## src/rtl/dlfloat_mac_sequencer.sv

```systemverilog
// dlfloat_mac_sequencer: loads A/B/C operand words, issues the MAC core and streams the 16-bit result bytewise
module dlfloat_mac_sequencer #(
  parameter int TIMEOUT_CYC = 15
) (
  input  logic        clk,
  input  logic        rst_n,
  input  logic        ena,
  input  logic        in_valid,
  input  logic [7:0]  uio_in,
  input  logic [7:0]  ui_in,
  input  logic        acc_mode,
  output logic [15:0] mac_a,
  output logic [15:0] mac_b,
  output logic [15:0] mac_c,
  output logic        mac_start,
  input  logic        mac_done,
  input  logic [15:0] mac_result,
  output logic [7:0]  uo_out,
  output logic        res_valid,
  output logic        busy,
  output logic        err
);
  localparam int CW = $clog2(TIMEOUT_CYC + 1);
  localparam logic [CW-1:0] TO = CW'(TIMEOUT_CYC);
  localparam logic [2:0] S_LD_A   = 3'd0;
  localparam logic [2:0] S_LD_B   = 3'd1;
  localparam logic [2:0] S_LD_C   = 3'd2;
  localparam logic [2:0] S_ISSUE  = 3'd3;
  localparam logic [2:0] S_WAIT   = 3'd4;
  localparam logic [2:0] S_OUT_HI = 3'd5;
  localparam logic [2:0] S_OUT_LO = 3'd6;
  logic [2:0]    r_state;
  logic [15:0]   r_a, r_b, r_c, r_acc;
  logic [7:0]    r_uo;
  logic          r_err;
  logic [CW-1:0] r_cnt;
  logic [15:0]   w_word;
  logic [CW-1:0] w_cnt_nx;
  assign w_word    = {uio_in, ui_in};
  assign w_cnt_nx  = r_cnt + 1'b1;
  assign mac_a     = r_a;
  assign mac_b     = r_b;
  assign mac_c     = r_c;
  assign uo_out    = r_uo;
  assign err       = r_err;
  assign busy      = r_state != S_LD_A;
  assign mac_start = ena & (r_state == S_ISSUE);
  assign res_valid = ena & ((r_state == S_OUT_HI) | (r_state == S_OUT_LO));
  // Sequencer: a completion in the same cycle the wait budget expires takes priority over the timeout
  always_ff @(posedge clk or negedge rst_n)
    if (!rst_n) begin
      r_state <= S_LD_A;
      r_a     <= '0;
      r_b     <= '0;
      r_c     <= '0;
      r_acc   <= '0;
      r_uo    <= '0;
      r_err   <= 1'b0;
      r_cnt   <= '0;
    end else if (ena) begin
      case (r_state)
        S_LD_A: if (in_valid) begin
          r_a     <= w_word;
          r_state <= S_LD_B;
        end
        S_LD_B: if (in_valid) begin
          r_b     <= w_word;
          r_c     <= acc_mode ? r_acc : r_c;
          r_state <= acc_mode ? S_ISSUE : S_LD_C;
        end
        S_LD_C: if (in_valid) begin
          r_c     <= w_word;
          r_state <= S_ISSUE;
        end
        S_ISSUE: begin
          r_cnt   <= '0;
          r_state <= S_WAIT;
        end
        S_WAIT: if (mac_done) begin
          r_acc   <= mac_result;
          r_uo    <= mac_result[15:8];
          r_state <= S_OUT_HI;
        end else if (w_cnt_nx == TO) begin
          r_err   <= 1'b1;
          r_state <= S_LD_A;
        end else r_cnt <= w_cnt_nx;
        S_OUT_HI: begin
          r_uo    <= r_acc[7:0];
          r_state <= S_OUT_LO;
        end
        default: r_state <= S_LD_A;
      endcase
    end
endmodule

```

## config.mk

```make
export PLATFORM = sky130hd
export DESIGN_NAME = dlfloat_mac_sequencer
export DESIGN_NICKNAME = d
export VERILOG_FILES = /design/src/rtl/dlfloat_mac_sequencer.sv
export SDC_FILE = /design/constraint.sdc
export NUM_CORES = 1
export LEC_CHECK = 0
export BUFFER_PORTS_ARGS = -buffer_cell sky130_fd_sc_hd__buf_2
export CAP_MARGIN = 20
export CORE_MARGIN = 2
export CORE_UTILIZATION = 47
export CTS_CLUSTER_SIZE = 8
export DETAILED_ROUTE_END_ITERATION = 10
export HOLD_SLACK_MARGIN = 0.12
export PLACE_DENSITY = 0.73
export SYNTH_ARGS = -nofsm -noshare
export SYNTH_HDL_FRONTEND = slang
export SYNTH_SLANG_ARGS = --single-unit
export TNS_END_PERCENT = 5
```

## constraint.sdc

```tcl
create_clock -name clk -period 1.87 [get_ports clk]
set_clock_uncertainty 0.15 [all_clocks]
set_input_delay 0.2805 -clock clk [delete_from_list [all_inputs] [get_ports clk]]
set_output_delay 0.2805 -clock clk [all_outputs]
set_load 0.05 [all_outputs]
```

==> After elaboration in Yosys (flattened, before gate mapping) <==
Index checks and enable logic that the tools add are counted.
{ "totals": {"regBits": 80, "inputBits": 38, "word_cells": 57} }
{ "op_classes": {"n_addsub": 1, "n_eq_ne": 15, "n_mux": 16, "bitwise_logic": 4, "n_reduce_logical": 13} }
{ "ops": {"columns": ["cell", "count"], "rows": [
  ["16-bit two-way mux", 3],
  ["16-bit case mux with 2 select lines", 1],
  ["3-bit case mux with 6 select lines", 1],
  ["8-bit case mux with 2 select lines", 1],
  ["3-bit two-way mux", 5],
  ["2-bit != test (second input constant)", 7],
  ["3-bit AND reduction", 4],
  ["5-bit AND reduction", 2],
  ["3-bit == test (second input constant)", 3],
  ["4-bit two-way mux", 2],
  ["8-bit two-way mux", 1],
  ["4-bit case mux with 2 select lines", 1],
  ["4-bit AND reduction", 2],
  ["3-bit by 2-bit == test with 1-bit output (second input constant)", 2],
  ["2-bit nonzero test", 3],
  ["4-bit by 1-bit adder with 4-bit output (second input constant)", 1],
  ["4-bit == test (second input constant)", 1],
  ["3-bit by 1-bit == test with 1-bit output (second input constant)", 1],
  ["3-bit zero test", 1],
  ["3-bit != test (second input constant)", 1],
  ["3-bit nonzero test", 1],
  ["1-bit bitwise AND", 2],
  ["1-bit two-way mux", 1],
  ["1-bit inverter", 1],
  ["1-bit OR", 1]
]} }

==> Longest topological paths before layout <==
Gate-level depths: netlist (run 1).
{ "logic_depth": {"depth_word": 5, "mapped_depth": 7, "depth_no_buf": 6} }

==> Worst setup path after synthesis (run 1) <==
OpenSTA, ideal clock, no wires.
{ "synth_timing": {"kind": "register to output", "startpoint": "reg r_state[0]", "endpoint": "out res_valid", "arrival_time_ns": 1.492, "t_required_ns": 1.439, "setup_slack_ns": -0.053, "stages_incl_launch_ff": 4, "path_buffers": 1, "path_cell_list": "dfrtp_1 buf_2 nand2b_1 a21oi_1"} }
{ "synth_between": {"elab_chain_cells": 3, "word_cells_on_any_way": 4, "cone_classes": "eq/ne: 2; bitwise: 2"} }
{ "synth_lines": {"columns": ["element", "line", "rtl"], "rows": [
  ["start, declared", "32", "logic [2:0] r_state;"],
  ["start signal, assigned", "69", "r_state <= acc_mode ? S_ISSUE : S_LD_C;"],
  ["3-bit == test", "48", "assign res_valid = ena & ((r_state == S_OUT_HI) | (r_state == S_OUT_LO));"],
  ["1-bit OR *", "48", null],
  ["1-bit bitwise AND *", "48", null],
  ["end, declared", "19", "output logic res_valid,"]
]} }
Mark *: on every way between the ends. The rest lies on a longest branch, timed or not.

==> Worst setup path in the final report (run 1) <==
{ "layout_timing": {"startpoint": "reg r_state[1]", "endpoint": "out busy"} }
{ "layout_between": {"elab_chain_cells": 1} }
{ "layout_lines": {"columns": ["element", "line", "rtl"], "rows": [
  ["3-bit nonzero test", "46", "assign busy = r_state != S_LD_A;"],
  ["end, declared", "20", "output logic busy,"]
]} }
No other way between the ends.

==> impl_metrics.env, run 1 <==
export IMPL_cap_violations=0
export IMPL_synth_edff_count=0
export IMPL_rows=31
export IMPL_grt_pass1_vias=2671
export IMPL_drt_iter0_drc=116
export IMPL_crit_fanout=11
export IMPL_gp_congestion=0.8675
export IMPL_grt_first_pass_wirelength_um=13100
export IMPL_syn_num_nets=319
export IMPL_crit_top_cell="buf_6"
export IMPL_pin_count=98
export IMPL_die_area_um2=8236
export IMPL_wl_per_cell_um=15.26
export IMPL_drc=0
export IMPL_crit_type="reg -> out"
export IMPL_design_final_nets=463
export IMPL_hold_class="in -> reg"
export IMPL_layout_common_cells="buf_2, dfrtp_1, mux2_2, dlygate4sd3_1, mux2i_1"
export IMPL_finalCritPeriodShare=0.9930
export IMPL_timing_fmax_ghz=0.5386
export IMPL_antenna_cells=0
export IMPL_async_flop_share=1.000
export IMPL_die_w_um=90.75
export IMPL_period_needed_ns=1.857
export IMPL_synth_xor_area_share=0
export IMPL_area_delta_synth_final_pct=37.53
export IMPL_antenna_found_initial=0
export IMPL_via_per_inst=5.082
export IMPL_dieHeight_um=90.75
export IMPL_grt_max_degree=33
export IMPL_dpl_hpwl_um=5670
export IMPL_p_leak_nw=2.340
export IMPL_drive_above_1_share=0.4486
export IMPL_setup_violations=0
export IMPL_syn_area_um2=3537
export IMPL_relSlewSlack=0.7156
export IMPL_crit_path_max_incr_delay_ns=0.40
export IMPL_cpMaxStageDelayCell="dfrtp_1"
export IMPL_cts_buffers=9
export IMPL_mostFrequentLayoutCell="buf_2"
export IMPL_drt_wl_total_um=8040
export IMPL_synth_seq_cells=80
export IMPL_avgSynthCellArea_um2=12.68
export IMPL_synthSimpleGateAreaFrac=0.08879
export IMPL_hold_depth=4
export IMPL_synth_fa_ha_area_frac=0.007075
export IMPL_ant_nets=0
export IMPL_yosysSeqAreaShare=0.5660
export IMPL_initial_core_util=0.4877
export IMPL_vias=2678
export IMPL_synth_top_family_by_area="multiplexers"
export IMPL_final_cell_area_um2=4865
export IMPL_rsz0062_at_grt="true"
export IMPL_p_per_area_nw_per_um2=1925
export IMPL_worstRegToRegCells=5
export IMPL_synth_ff_type="dfrtp_1"
export IMPL_slew_viol_final=0
export IMPL_yosys_warnings=0
export IMPL_synth_cell_types=39
export IMPL_tightest_slew_ns=0.4266
export IMPL_required_ns=1.44
export IMPL_finalPower_mw=9.364
export IMPL_end_kind="primary output"
export IMPL_vdd_ir_drop_worst_mv=0.8328
export IMPL_track_usage=0.2020
export IMPL_synthMuxAreaShare=0.2370
export IMPL_drt_pass1_iter_count=4
export IMPL_port_buffers=97
export IMPL_worstPathArrival_ns=1.43
export IMPL_htreeDepth=3
export IMPL_netlist_instances=279
export IMPL_coreArea_um2=7253
export IMPL_cts_sinks=80
export IMPL_cp_start_kind="flip-flop"
export IMPL_outcome="complete, no violations"
export IMPL_cts_root_buf="clkbuf_8"
export IMPL_postPlaceCellArea_um2=4250
export IMPL_hold_viol=0
export IMPL_synth_compound_area_frac=0.06898
export IMPL_clkTransAtPathRegs_ns=0.08
export IMPL_cts_path_max_buffers=2
export IMPL_cts_tree="yes"
export IMPL_worstSkewPairLatency_ns=0.34
export IMPL_globalRouteOverflowTotal=0
export IMPL_path_cells="buf_6 > or3_4 > buf_6"
==> path summary, 6_finish.rpt <==
| kind | startpoint | to | slack [ns] |
|---|---|---|---|
| max | r_state[1] | busy | 0.01 |
| min | mac_done | r_state[2] | 0.14 |
| max reg2reg | r_state[2] | mac_a[1] | 0.04 |
| min reg2reg | err | err | 0.33 |
| max in group asynchronous | rst_n | r_acc[5] | 0.70 |
| min in group asynchronous | rst_n | err | 0.26 |
==> per-stage QoR <==
stage                     instances  worst slack [ns]  TNS, ns    util  hold WS (ns)
after global routing            527          -0.02966  -0.1550  0.6707        0.1627
after global placement          474            0.1181        0  0.5860       0.09403
after floorplan                 279           0.04187        0       -       -0.1651
final                           527           0.01318        0  0.6707        0.1439
after CTS                       525          0.002875        0  0.6655        0.1233
after detailed placement        474           0.09287        0  0.5860       0.09213
==> power breakdown <==
part / switching [mW] / total (mW) / internal (mW)
combinational: 3.35 / 5.00 / 1.64
sequential: 0.505 / 3.06 / 2.56
clock: 0.665 / 1.31 / 0.640
total: 4.52 / 9.36 / 4.84
==> cell type report <==
cell class / instances / area [µm²]
timing repair buffer: 149 / 1062
inverter: 4 / 15.01
fill: 543 / 2389
sequential: 80 / 2002
multi-input combinational: 179 / 1456
tap: 99 / 123.9
clock buffer: 9 / 123.9
clock inverter: 7 / 81.33
==> worst max-delay path: cells and delay by family (launching register included) <==
kind                   cells  cell delay [ns]
buffers and inverters      2             0.30
flip-flops                 1             0.40
AND/OR/NAND/NOR            1             0.38
==> Yosys cell counts (2+ instances only) <==
| library cell | number | share of area |
|---|---|---|
| dfrtp_1 | 80 | 0.57 |
| mux2_2 | 36 | 0.11 |
| mux2i_1 | 26 | 0.074 |
| a21oi_1 | 21 | 0.030 |
| nor2_1 | 19 | 0.020 |
| nand2_1 | 14 | 0.015 |
| o21ai_0 | 14 | 0.020 |
| mux2_4 | 10 | 0.042 |
| buf_2 | 6 | 0.0085 |
| clkbuf_1 | 4 | 0.0042 |
| inv_1 | 4 | 0.0042 |
| buf_6 | 3 | 0.0096 |
| nand2b_1 | 3 | 0.0053 |
| nand3_1 | 3 | 0.0042 |
| nand3b_1 | 3 | 0.0064 |
| or3_1 | 3 | 0.0053 |
| buf_4 | 2 | 0.0042 |
| ha_1 | 2 | 0.0071 |
| mux2_1 | 2 | 0.0064 |
| nand4_1 | 2 | 0.0035 |
| nand4b_1 | 2 | 0.0050 |
| nor3_1 | 2 | 0.0028 |
| o21ai_1 | 2 | 0.0028 |
==> sequential cells by signal, indices dropped and copies added (netlist names) <==
signal	flops
uo_out	8
mac_c	16
err	1
mac_a	16
r_acc	16
mac_b	16
r_cnt	4
r_state	3
==> logic make-up after synthesis <==
| group | count (synthesis) |
|---|---|
| flops | 80 |
| mux | 74 |
| simple gates | 59 |
| compound gates | 44 |
| buf+inv | 20 |
| fa+ha+maj | 2 |
==> per-layer routing <==
layer  vias up  GRT usage  routed length [µm]
met2        65     0.3321                3987
met3        12    0.03005                 283
li1       1280          -                   -
met5         -          0                   0
met4         0    0.08718                 145
met1      1321     0.2670                3624
==> what timing repair did <==
item	in CTS	in global routing
resized for setup	8	4
endpoints found under the hold margin	122	0
buffers inserted	2	2
cloned	0	0
hold buffers	33	0
setup endpoints to repair	3	8
pin swaps	0	1
(Power assumes the default switching activity.)
==> run 2: changes to the inputs <==
PLACE_DENSITY = default   (was 0.73)
PLACE_DENSITY_LB_ADDON = 0.12   (was default)
==> run 2 against run 1 <==
Wire length up 0.73%. Register-to-register slack better by 0.03 ns. Worst hold slack better by 0.020 ns. Die area unchanged. First-iteration DRC count up 19%. Clock power down 6%. Core utilization down 0.90 points. Final cell count down 0.19%. Critical path depth unchanged. Setup slack better by 0.0092 ns. Critical path type unchanged. Largest cell class unchanged. Largest power group unchanged.
==> impl_metrics.env, run 2 (synthesized netlist as in run 1, its figures left out) <==
export IMPL_htreeDepth=3
export IMPL_drive_above_1_share=0.4426
export IMPL_cts_tree="yes"
export IMPL_pin_count=98
export IMPL_area_delta_synth_final_pct=35.69
export IMPL_crit_path_max_incr_delay_ns=0.39
export IMPL_coreArea_um2=7253
export IMPL_rows=31
export IMPL_period_needed_ns=1.848
export IMPL_timing_fmax_ghz=0.5412
export IMPL_finalPower_mw=9.227
export IMPL_tightest_slew_ns=0.4872
export IMPL_path_cells="buf_6 > or3_4 > buf_6"
export IMPL_die_w_um=90.75
export IMPL_pre_cts_ws_ns=0.06979
export IMPL_final_cell_area_um2=4800
export IMPL_port_buffers=97
export IMPL_setup_violations=0
export IMPL_drt_iter0_drc=138
export IMPL_hold_class="in -> reg"
export IMPL_finalCritPeriodShare=0.9880
export IMPL_cts_path_max_buffers=2
export IMPL_layout_common_cells="buf_2, dfrtp_1, mux2_2, dlygate4sd3_1, mux2i_1"
export IMPL_worstPathArrival_ns=1.42
export IMPL_vias=2646
export IMPL_cp_start_kind="flip-flop"
export IMPL_crit_type="reg -> out"
export IMPL_grt_max_degree=81
export IMPL_end_kind="primary output"
export IMPL_initial_core_util=0.4877
export IMPL_dieHeight_um=90.75
export IMPL_antenna_cells=0
export IMPL_wl_per_cell_um=15.40
export IMPL_design_final_nets=464
export IMPL_dpl_hpwl_um=5613
export IMPL_worst_path_buf_inv=2
export IMPL_postPlaceCellArea_um2=4230
export IMPL_crit_fanout=14
export IMPL_rsz0062_at_grt="true"
export IMPL_p_per_area_nw_per_um2=1922
export IMPL_via_per_inst=5.030
export IMPL_worst_slack_ns=0.02238
export IMPL_p_leak_nw=2.328
export IMPL_clkTransAtPathRegs_ns=0.07
export IMPL_worstSkewPairLatency_ns=0.34
export IMPL_cts_root_buf="clkbuf_8"
export IMPL_cpMaxStageDelayCell="dfrtp_1"
export IMPL_drt_pass1_iter_count=5
export IMPL_outcome="complete, no violations"
export IMPL_die_area_um2=8236
export IMPL_required_ns=1.44
export IMPL_antenna_found_initial=0
export IMPL_cap_violations=0
export IMPL_track_usage=0.2042
export IMPL_cts_buffers=9
export IMPL_slew_viol_final=0
export IMPL_tns_ns=0
export IMPL_drt_wl_total_um=8099
export IMPL_crit_top_cell="buf_6"
export IMPL_grt_first_pass_wirelength_um=13330
export IMPL_ant_nets=0
export IMPL_mostFrequentLayoutCell="buf_2"
export IMPL_grt_pass1_vias=2649
export IMPL_cp_top_family="flip-flops"
export IMPL_gp_congestion=0.8223
export IMPL_globalRouteOverflowTotal=0
export IMPL_drc=0
export IMPL_cts_sinks=80
export IMPL_hold_viol=0
export IMPL_vdd_ir_drop_worst_mv=0.8884
export IMPL_relSlewSlack=0.6752
-- run 2: final cells by class --
class                   instances  area [µm²]
fillers                       580        2454
flip-flops and latches         80        2002
multi-input cells             179        1454
repair buffers                150        1020
clock buffers                  11       141.4
well taps                      99       123.9
clock inverters                 3       43.79
inverters                       4       15.01
-- run 2: final timing paths --
kind,start,end,slack [ns],cells after the start
min in group asynchronous,rst_n,mac_c[0],0.35,3
min,mac_done,r_state[2],0.16,4
max reg2reg,r_state[1],r_acc[0],0.07,4
max in group asynchronous,rst_n,mac_a[12],0.89,3
max,r_state[1],busy,0.02,3
min reg2reg,err,err,0.33,1
-- run 2: metal layers --
metal,vias up,routed length (µm),global-route usage
met2,80,3840,0.3265
met1,1281,3801,0.2860
met4,0,138,0.07564
met5,-,0,0
met3,12,319,0.02671
li1,1273,-,-
-- run 2: worst min-delay path: cells and delay by family --
kind / cells / cell delay [ns]
buffers and inverters: 1 / 0.11
AO/OA/AOI/OAI: 1 / 0.11
AND/OR/NAND/NOR: 2 / 0.11
-- run 2: metrics by stage --
step	std cells	util	hold slack (ns)
CTS	525	0.6564	0.1556
finish	526	0.6617	0.1641
global placement	478	0.5832	0.1888
global route	526	0.6617	0.2003
floorplan	279	-	-0.1651
detailed placement	478	0.5832	0.1905
-- run 2: report_power, final --
part	internal, mW	switching [mW]	leakage (nW)
combinational	1.60	3.34	1.26
sequential	2.56	0.502	0.978
clock	0.640	0.591	0.0952
-- run 2: what timing repair did --
action	in CTS	in global routing
endpoints found under the hold margin	132	0
setup endpoints to repair	3	3
buffers inserted	0	1
gates resized for setup	5	7
hold buffers	33	0
pin swaps	0	1
==> run 3: changes to the inputs <==
CELL_PAD_IN_SITES_DETAIL_PLACEMENT = 1   (was default)
CELL_PAD_IN_SITES_GLOBAL_PLACEMENT = 2   (was default)
CORE_UTILIZATION = 30   (was 47)
MAX_ROUTING_LAYER = met4   (was default)
==> run 3 against run 2 <==
Sequential cell count unchanged. First-iteration DRC count down 36%. Largest cell class unchanged. Die area up 54%. Register-to-register slack worse by 0.05 ns. Sequential power about the same. Critical path depth up 1. Critical path type is now reg -> reg. Total power up 8.2%. Core utilization down 22 points.
==> impl_metrics.env, run 3 (synthesized netlist as in run 1, its figures left out) <==
export IMPL_outcome="complete, no violations"
export IMPL_drt_pass1_iter_count=4
export IMPL_area_delta_synth_final_pct=43.16
export IMPL_relSlewSlack=0.7036
export IMPL_die_area_um2=12680
export IMPL_coreArea_um2=11470
export IMPL_crit_path_max_incr_delay_ns=0.52
export IMPL_drive_above_1_share=0.4522
export IMPL_grt_first_pass_wirelength_um=15690
export IMPL_path_cells="or3b_2 > nor2_4 > buf_12 > mux2_2"
export IMPL_pin_count=98
export IMPL_setup_violations=0
export IMPL_htreeDepth=3
export IMPL_cap_violations=0
export IMPL_track_usage=0.1652
export IMPL_design_final_nets=465
export IMPL_antenna_found_initial=0
export IMPL_period_needed_ns=1.851
export IMPL_drc=0
export IMPL_p_per_area_nw_per_um2=1971
export IMPL_cts_root_buf="clkbuf_16"
export IMPL_ant_nets=0
export IMPL_initial_core_util=0.3085
export IMPL_vias=2664
export IMPL_end_kind="flip-flop"
export IMPL_port_buffers=97
export IMPL_worstPathArrival_ns=1.92
export IMPL_die_w_um=112.6
export IMPL_cpMaxStageDelayCell="or3b_2"
export IMPL_dpl_hpwl_um=6729
export IMPL_p_leak_nw=2.412
export IMPL_cts_sinks=80
export IMPL_required_ns=1.94
export IMPL_rsz0062_at_grt="true"
export IMPL_grt_pass1_vias=2881
export IMPL_tightest_slew_ns=0.4446
export IMPL_cts_path_max_buffers=2
export IMPL_dieHeight_um=112.6
export IMPL_crit_fanout=16
export IMPL_worst_path_buf_inv=1
export IMPL_postPlaceCellArea_um2=4318
export IMPL_grt_max_degree=33
export IMPL_crit_type="reg -> reg"
export IMPL_drt_wl_total_um=9543
export IMPL_cts_buffers=9
export IMPL_finalCritPeriodShare=0.9899
export IMPL_final_util=0.4416
export IMPL_tns_ns=0
export IMPL_drt_iter0_drc=88
export IMPL_worstSkewPairLatency_ns=0.34
export IMPL_slew_viol_final=0
export IMPL_cts_tree="yes"
export IMPL_mostFrequentLayoutCell="buf_2"
export IMPL_wl_per_cell_um=16.68
export IMPL_clkTransAtPathRegs_ns=0.06
export IMPL_final_cell_area_um2=5064
export IMPL_hold_slack_ns=0.1697
export IMPL_cp_top_family="simple AND/OR/NAND/NOR gates"
export IMPL_layout_common_cells="buf_2, dfrtp_1, mux2_2, dlygate4sd3_1, mux2i_1"
export IMPL_hold_viol=0
export IMPL_gp_congestion=0.7327
export IMPL_timing_fmax_ghz=0.5402
export IMPL_hold_class="in -> reg"
export IMPL_pre_cts_ws_ns=0.02307
export IMPL_vdd_ir_drop_worst_mv=0.9559
export IMPL_via_per_inst=4.657
export IMPL_cp_start_kind="flip-flop"
export IMPL_antenna_cells=0
export IMPL_rows=39
export IMPL_globalRouteOverflowTotal=0
export IMPL_worst_slack_ns=0.01891
==> run 3: cell types whose count changed in the layout (fill, tap and decap cells not counted), moves of 2 or more <==
cell / before / now
clkbuf_16: 0 / 9
clkbuf_8: 10 / 3
buf_12: 2 / 7
buf_4: 17 / 12
dfrtp_1: 80 / 78
dfrtp_2: 0 / 2
==> run 3: final timing paths <==
path / end / cells after the start / slack, ns / from
worst min-delay path: r_state[2] / 4 / 0.17 / mac_done
max in group asynchronous: mac_c[2] / 3 / 0.79 / rst_n
worst max register to register: r_acc[11] / 4 / 0.02 / r_state[1]
min in group asynchronous: mac_b[1] / 2 / 0.27 / rst_n
worst max-delay path: r_acc[11] / 4 / 0.02 / r_state[1]
worst min register to register: err / 1 / 0.33 / err
==> run 3: through the flow <==
| step | std cells | power (mW) |
|---|---|---|
| after CTS | 567 | 10.00 |
| after floorplan | 279 | 6.682 |
| after detailed placement | 518 | 7.988 |
| after global placement | 518 | 7.894 |
| after global routing | 572 | 10.58 |
| final | 572 | 9.981 |
==> run 3: layout make-up <==
type                       count  area, µm²
clock buffer                  12      266.5
tap                          143      178.9
multi-input combinational    179       1461
fill                        1219       6404
inverter                       4      15.01
timing repair buffer         151       1097
sequential                    80       2004
clock inverter                 3      40.04
==> run 3: tightest hold or removal path, delay by kind of cell <==
kind	cells	cell delay, ns
compound gates	1	0.12
buf+inv	1	0.11
simple gates	2	0.11
==> run 3: repair_timing <==
item	4_1_cts	5_1_grt
hold endpoints to repair	134	0
hold buffers	33	0
gates resized for setup	11	5
setup buffers	1	5
pin swaps	2	1
setup endpoints to repair	3	21
==> run 3: metal layers <==
metal / routed length [µm] / global-route usage / vias to the layer above
met5: 0 / - / -
met4: 115 / 0.05122 / 0
met3: 479 / 0.04806 / 8
met2: 4572 / 0.2539 / 66
met1: 4376 / 0.2116 / 1319
li1: - / - / 1271
==> run 3: power breakdown <==
part / leakage (nW) / internal [mW] / total (mW) / switching (mW)
clock: 0.154 / 1.13 / 1.81 / 0.675
sequential: 0.975 / 2.57 / 3.09 / 0.524
combinational: 1.28 / 1.70 / 5.08 / 3.38
